--- config.mk ---
export PLATFORM = sky130hd
export DESIGN_NAME = hsv_pipe_ctrl
export DESIGN_NICKNAME = d
export VERILOG_FILES = /design/src/rtl/hsv_pipe_ctrl.sv
export SDC_FILE = /design/constraint.sdc
export NUM_CORES = 1
export LEC_CHECK = 0
export BUFFER_PORTS_ARGS = -buffer_cell sky130_fd_sc_hd__clkbuf_2
export CORE_MARGIN = 2
export CORE_UTILIZATION = 57
export CTS_BUF_LIST = sky130_fd_sc_hd__clkbuf_16
export DETAILED_ROUTE_END_ITERATION = 10
export MAX_ROUTING_LAYER = met4
export PLACE_DENSITY = 0.77
export SETUP_SLACK_MARGIN = 0.1
export SYNTH_ARGS = -nofsm -noshare
export SYNTH_HDL_FRONTEND = slang
export SYNTH_SLANG_ARGS = --single-unit
export TNS_END_PERCENT = 10
--- constraint.sdc ---
create_clock -name clk -period 4.79 [get_ports clk]
set_input_delay 0.479 -clock clk [delete_from_list [all_inputs] [get_ports clk]]
set_output_delay 0.479 -clock clk [all_outputs]
set_load 0.02 [all_outputs]
--- src/rtl/hsv_pipe_ctrl.sv ---
// Flush/fill sequencer, threshold shadowing and sync-latency monitor for the
// RGB->HSV skin-detection pipeline.
module hsv_pipe_ctrl #(
    parameter int unsigned LATENCY   = 77,
    parameter logic [7:0]  H_MIN_RST = 8'd0,
    parameter logic [7:0]  H_MAX_RST = 8'd50,
    parameter logic [7:0]  S_MIN_RST = 8'd58,
    parameter logic [7:0]  S_MAX_RST = 8'd173,
    parameter logic [7:0]  V_MIN_RST = 8'd40,
    parameter logic [7:0]  V_MAX_RST = 8'd255
) (
    input  logic        clk,
    input  logic        rst,
    input  logic        ce,
    input  logic        de_in,
    input  logic        hsync_in,
    input  logic        vsync_in,
    input  logic        pipe_de,
    input  logic        pipe_hsync,
    input  logic        pipe_vsync,
    input  logic        cfg_we,
    input  logic [2:0]  cfg_addr,
    input  logic [7:0]  cfg_data,
    output logic        cfg_ack,
    output logic [7:0]  h_min,
    output logic [7:0]  h_max,
    output logic [7:0]  s_min,
    output logic [7:0]  s_max,
    output logic [7:0]  v_min,
    output logic [7:0]  v_max,
    output logic        out_valid,
    output logic [15:0] frame_cnt,
    output logic        sync_err,
    output logic [1:0]  state
);

    typedef enum logic [1:0] {
        FLUSH      = 2'd0,
        WAIT_FRAME = 2'd1,
        RUN        = 2'd2
    } state_t;

    localparam logic [7:0] LAT_M1 = 8'(LATENCY - 1);
    localparam logic [7:0] THR_RST [6] = '{H_MIN_RST, H_MAX_RST, S_MIN_RST,
                                           S_MAX_RST, V_MIN_RST, V_MAX_RST};

    state_t      state_q, state_d;
    logic [7:0]  fill_q, fill_d;
    logic        pvs_q, pvs_d;
    logic        vs_q, vs_d;
    logic [7:0]  lat_q, lat_d;
    logic        lat_run_q, lat_run_d;
    logic        out_valid_q, out_valid_d;
    logic [15:0] frame_cnt_q, frame_cnt_d;
    logic        sync_err_q, sync_err_d;
    logic        cfg_ack_q, cfg_ack_d;
    logic [7:0]  stg_q [6];
    logic [7:0]  stg_d [6];
    logic [7:0]  act_q [6];
    logic [7:0]  act_d [6];

    logic pvs_rise, vs_rise, lat_ok, mismatch, commit;

    always_comb begin
        pvs_rise = ce & pipe_vsync & ~pvs_q;
        vs_rise  = ce & vsync_in & ~vs_q;
        // Counter reads LATENCY-1 in the cycle a correctly delayed edge arrives.
        lat_ok   = lat_run_q && (lat_q == LAT_M1);
        mismatch = pvs_rise && (state_q == RUN) && !lat_ok;
        commit   = pvs_rise && ((state_q == WAIT_FRAME) || ((state_q == RUN) && lat_ok));

        state_d     = state_q;
        fill_d      = fill_q;
        pvs_d       = pvs_q;
        vs_d        = vs_q;
        lat_d       = lat_q;
        lat_run_d   = lat_run_q;
        out_valid_d = out_valid_q;
        frame_cnt_d = frame_cnt_q;
        sync_err_d  = sync_err_q;
        cfg_ack_d   = cfg_we;
        stg_d       = stg_q;
        act_d       = act_q;

        if (ce) begin
            pvs_d = pipe_vsync;
            vs_d  = vsync_in;
            if (vs_rise) begin
                lat_d     = '0;
                lat_run_d = 1'b1;
            end else if (pvs_rise) begin
                lat_run_d = 1'b0;
            end else if (lat_run_q && (lat_q != 8'hFF)) begin
                lat_d = lat_q + 8'd1;
            end

            unique case (state_q)
                FLUSH: begin
                    out_valid_d = 1'b0;
                    if (fill_q == LAT_M1) begin
                        state_d = WAIT_FRAME;
                        fill_d  = '0;
                    end else begin
                        fill_d = fill_q + 8'd1;
                    end
                end
                WAIT_FRAME: begin
                    out_valid_d = 1'b0;
                    if (pvs_rise) state_d = RUN;
                end
                RUN: begin
                    if (mismatch) begin
                        state_d     = FLUSH;
                        fill_d      = '0;
                        out_valid_d = 1'b0;
                    end else begin
                        out_valid_d = pipe_de;
                    end
                end
                default: state_d = FLUSH;
            endcase

            if (commit) begin
                act_d       = stg_q;
                frame_cnt_d = frame_cnt_q + 16'd1;
            end
        end

        // Staging and error clear run off the raw strobe; commit reads stg_q.
        if (cfg_we) begin
            case (cfg_addr)
                3'd0: stg_d[0] = cfg_data;
                3'd1: stg_d[1] = cfg_data;
                3'd2: stg_d[2] = cfg_data;
                3'd3: stg_d[3] = cfg_data;
                3'd4: stg_d[4] = cfg_data;
                3'd5: stg_d[5] = cfg_data;
                3'd7: sync_err_d = 1'b0;
                default: ;
            endcase
        end
        if (mismatch) sync_err_d = 1'b1;
    end

    always_ff @(posedge clk or posedge rst) begin
        if (rst) begin
            state_q     <= FLUSH;
            fill_q      <= '0;
            pvs_q       <= 1'b0;
            vs_q        <= 1'b0;
            lat_q       <= '0;
            lat_run_q   <= 1'b0;
            out_valid_q <= 1'b0;
            frame_cnt_q <= '0;
            sync_err_q  <= 1'b0;
            cfg_ack_q   <= 1'b0;
            stg_q       <= THR_RST;
            act_q       <= THR_RST;
        end else begin
            state_q     <= state_d;
            fill_q      <= fill_d;
            pvs_q       <= pvs_d;
            vs_q        <= vs_d;
            lat_q       <= lat_d;
            lat_run_q   <= lat_run_d;
            out_valid_q <= out_valid_d;
            frame_cnt_q <= frame_cnt_d;
            sync_err_q  <= sync_err_d;
            cfg_ack_q   <= cfg_ack_d;
            stg_q       <= stg_d;
            act_q       <= act_d;
        end
    end

    assign cfg_ack   = cfg_ack_q;
    assign h_min     = act_q[0];
    assign h_max     = act_q[1];
    assign s_min     = act_q[2];
    assign s_max     = act_q[3];
    assign v_min     = act_q[4];
    assign v_max     = act_q[5];
    assign out_valid = out_valid_q;
    assign frame_cnt = frame_cnt_q;
    assign sync_err  = sync_err_q;
    assign state     = state_q;

    // Line-level timing is carried alongside but not needed for sequencing.
    logic unused_ok;
    assign unused_ok = &{1'b0, de_in, hsync_in, pipe_hsync};

endmodule

==> impl.org <==
** Logic synthesis
- Dominant cell type by area after synthesis :: sky130_fd_sc_hd__dfrtp_1
- Cell count after synthesis :: ~420
- After synthesis, the share of flip-flops with an asynchronous set or reset is 100.0%.
- Most common cell in the synthesized netlist :: sky130_fd_sc_hd__dfrtp_1
- Top cell type's share of synthesized area :: 38.13%
- Post-synthesis share of cell area spent on full adders, half adders and majority gates :: approximately 1.0%
- Fraction of the yosys area taken by sequential cells :: 57.27%
- Mux cell area share after synthesis :: between 20% and 30%
- Combined area of all synthesized cells :: 0.006038 mm^2
- Post-synthesis net count :: about 450
- Commonest register cell after synthesis :: sky130_fd_sc_hd__dfrtp_1
- By area, the combinational part of the netlist is dominated by multiplexers.
- Synth top area cells :: sky130_fd_sc_hd__dfrtp_1 38%, sky130_fd_sc_hd__dfstp_2 19%, sky130_fd_sc_hd__mux2_4 12%
- The commonest cells after synthesis are 92 x sky130_fd_sc_hd__dfrtp_1, 49 x sky130_fd_sc_hd__mux2_2, 49 x sky130_fd_sc_hd__mux2_4.
- Yosys warnings :: 0
- Post-synthesis simple-gate area fraction :: 9.822%
- The synthesized netlist devotes 4.828% of its cell area to compound gates.
- Area share of xor/xnor cells in the synthesized design :: 2.611%
- In this run, synthesis inferred 0 flip-flops with an integrated enable.
- Library cells used by synthesis :: 57
- Synthesis inferred 136 register bits.
- Average instance area after synthesis :: 14.41 um^2

** Clock tree
- Sinks on Clock Net :: 136
- Clock tree synthesis selected as its root buffer the cell sky130_fd_sc_hd__clkbuf_16.
- CTS clk-pin slew, worst paths :: 0.06 ns
- After clock tree synthesis, the flow added hold-fix buffers numbering 0.
- # Post-CTS Setup Buffers :: 0
- TritonCTS clock tree :: built
- TritonCTS created 17 clock buffers.
- Clock Latency Late Sink :: between 0.4 and 0.5 ns
- No sink is reached through more buffers than the 2 on the longest clock path.
- The H-tree was split into 4 levels.
- Post-CTS sizing :: 0

** Timing
- Setup total negative slack on the finished layout was measured at 0 ns.
- Static timing analysis puts the maximum clock frequency at ~340 MHz.
- Final setup violation count :: 0
- Final worst clock skew :: between 0.004 and 0.005 ns
- Max-slew violation total from the final report :: 0
- Time the worst path needs with I/O delays and setup :: ~3.0 ns
- Of the available clock period, the critical path in the final layout requires 61.86%.
- Final hold violation count :: 0
- Slew Limit Headroom :: about a third
- Unrepaired setup endpoints after global routing :: false
- At the pin with the least slew margin, the transition time is 0.9894 ns.

** Global routing
- Global Route met2 Usage :: 34.99%
- Overall overflow remaining after global route :: 0
- Entering global routing, the biggest net connects 76 pins.
- In the global route stage, met3 resource usage came out at roughly 6.0%.
- Across every metal layer, demand over resource in global routing totals 23.36%.
- Via count of the first global-routing pass :: 3854
- The initial antenna violation count is 0.
- GR peak layer :: met2
- First-pass GRT wire length :: 19780 um
- Met1 track demand over resource :: between 30% and 40%

** Hold path
- Hold Path Class :: primary input to flip-flop
- Counting instances, the worst hold path has a depth of 1.

** Setup path
- CP arrival :: 3.26 ns
- For the worst flop-to-flop path, the logic depth is 7.
- Worst setup SP type :: flip-flop
- Worst setup path category :: flip-flop to flip-flop
- Data on the critical path is required at its endpoint by 5.09 ns.
- Kind of end point of the critical path :: flip-flop
- Maximum fanout count along the critical path :: 42

** Detailed routing
- Detailed-route vias per instance :: 5.715
- The routed layout has around 3800 vias.
- Aggregate routed wire length :: roughly 12000 um
- The first detailed-routing pass ran for 4 iterations.
- In the routed design, unresolved DRC markers number 0.
- For this block, the initial DRC count from the detailed router was between 200 and 250.
- Avg WL per Cell :: 18.25 um
- Post-route ant nets :: 0

** Layout
- Fraction of final layout cells sized beyond drive strength 1 :: 50.47%
- The repair_antennas step left the layout with diodes totalling 0.
- In the final design database the tool counted 540 nets.
- Compared with the post-synthesis result, the final layout area differs by 18.19%.
- Once layout is done, the placed cells without fillers occupy just over 0.007 mm^2.

** Place
- At the end of routability-driven placement, the weighted congestion stood at roughly 0.86.
- Count of input and output buffers :: 86
- Area of placed instances :: 0.006529 mm^2
- Detailed placement finished with a half-perimeter wire length of between 8000 and 9000 um.

** Power
- The worst-case IR drop observed on VDD is roughly 0.31 mV.
- Leakage :: 3.274 nW
- Power spread over the standard cell area amounts to approximately 630 mW/mm^2.

** Flow run
- Across the run, the number of max-cap violations was 0.

** Floorplan
- Height of the die :: 106.9 um
- Initial core utilization :: 58.49%
- Placeable core region :: 0.01032 mm^2
- For this design the top-level I/O count stands at 90.
- The initialized floorplan defines 37 standard-cell rows.
- The die is 106.9 um wide.
- The floorplan step defined a die boundary enclosing 0.01143 mm^2.

** Run status
- Run status :: completed
[placed cells by master, fill, tap and decap left out, types with 3 or more instances in the layout]
cell type                    n
sky130_fd_sc_hd__clkbuf_16  17
sky130_fd_sc_hd__nand2_1    17
sky130_fd_sc_hd__bufinv_16   4
sky130_fd_sc_hd__nand4_1    10
sky130_fd_sc_hd__dfstp_2    44
sky130_fd_sc_hd__nor2_1      5
sky130_fd_sc_hd__a21o_1      4
sky130_fd_sc_hd__nor3_1      7
sky130_fd_sc_hd__o21ai_0     7
sky130_fd_sc_hd__inv_1      12
sky130_fd_sc_hd__clkinv_1    4
sky130_fd_sc_hd__a211o_1     4
sky130_fd_sc_hd__nand4b_1    3
sky130_fd_sc_hd__buf_4       4
sky130_fd_sc_hd__xor2_1     11
sky130_fd_sc_hd__ha_1        5
sky130_fd_sc_hd__nor2b_1     3
sky130_fd_sc_hd__nor4_1      9
sky130_fd_sc_hd__a21oi_1     5
sky130_fd_sc_hd__xnor2_1     7
sky130_fd_sc_hd__nand2b_1    3
sky130_fd_sc_hd__and4_1      4
sky130_fd_sc_hd__nand3_1    11
sky130_fd_sc_hd__dfrtp_1    92
sky130_fd_sc_hd__mux2_4     49
sky130_fd_sc_hd__and3_1      4
sky130_fd_sc_hd__mux2_2     49
sky130_fd_sc_hd__clkbuf_2   86
[metrics by stage]
step | setup WS (ns) | utilization [%] | cells | power, mW | hold WS [ns]
after floorplan | 0.7444 | - | 419 | 2.802 | 0.4698
after global placement | 1.838 | 63.24 | 631 | 3.139 | 0.4670
after detailed placement | 1.790 | 63.24 | 631 | 3.190 | 0.4659
after CTS | 1.843 | 69.13 | 663 | 4.547 | 0.2135
after global routing | 1.679 | 69.13 | 663 | 4.734 | 0.2316
final | 1.827 | 69.13 | 663 | 4.519 | 0.2239
[logic make-up after synthesis]
logic type      count (synthesis)
mux                            98
buf+inv                        26
xor+xnor                       18
fa+ha+maj                       5
compound gates                 41
flops                         136
simple gates                   95
[worst max-delay path, cell delays in order, from the launching register on]
cell and delay [ns]:
sky130_fd_sc_hd__dfrtp_1 0.42, sky130_fd_sc_hd__inv_1 0.08, sky130_fd_sc_hd__ha_1 0.16, sky130_fd_sc_hd__nand4bb_2 0.19, sky130_fd_sc_hd__o31a_1 0.53, sky130_fd_sc_hd__nor2_8 0.82
sky130_fd_sc_hd__buf_4 0.31, sky130_fd_sc_hd__mux2_4 0.31
[registers in the layout, summed over array words and instances, names as in the netlist]
register	count
stg_q	48
s_min	8
pvs_q	1
h_max	8
lat_run_q	1
lat_q	8
h_min	8
v_max	8
frame_cnt	16
fill_q	8
vs_q	1
sync_err	1
v_min	8
state	2
cfg_ack	1
out_valid	1
s_max	8
[where the power goes]
| part | internal [mW] | total (mW) | switching, mW |
|---|---|---|---|
| Combinational | 0.619 | 1.29 | 0.675 |
| Clock | 0.862 | 1.34 | 0.481 |
| Sequential | 1.60 | 1.88 | 0.281 |
| Total | 3.08 | 4.52 | 1.44 |
[area by class of cell]
class                   count  area (um^2)
fillers                   686         3187
clock inverters            15        182.7
flip-flops and latches    136         3458
repair buffers             90        460.4
well taps                 136        170.2
inverters                  12        47.55
clock buffers              17        425.4
multi-input cells         257         2392
[final timing paths]
kind                                 end           from  slack, ns
max                             h_max[7]       lat_q[0]       1.83
min reg2reg                frame_cnt[15]  frame_cnt[15]       0.47
max reg2reg                     h_max[7]       lat_q[0]       1.83
min in group asynchronous      stg_q[31]            rst       0.24
min                              cfg_ack         cfg_we       0.22
max in group asynchronous       lat_q[5]            rst       3.39
[metal layers]
layer  up-vias  routed length [um]  part of all wire (%)
li1       1724                   -                     -
met1      1928                5561                    46
met2       119                5799                    48
met3        18                 535                   4.4
met4         0                 202                   1.7
met5         -                   0                     0
Note: power is estimated with default switching activity, not from simulation.
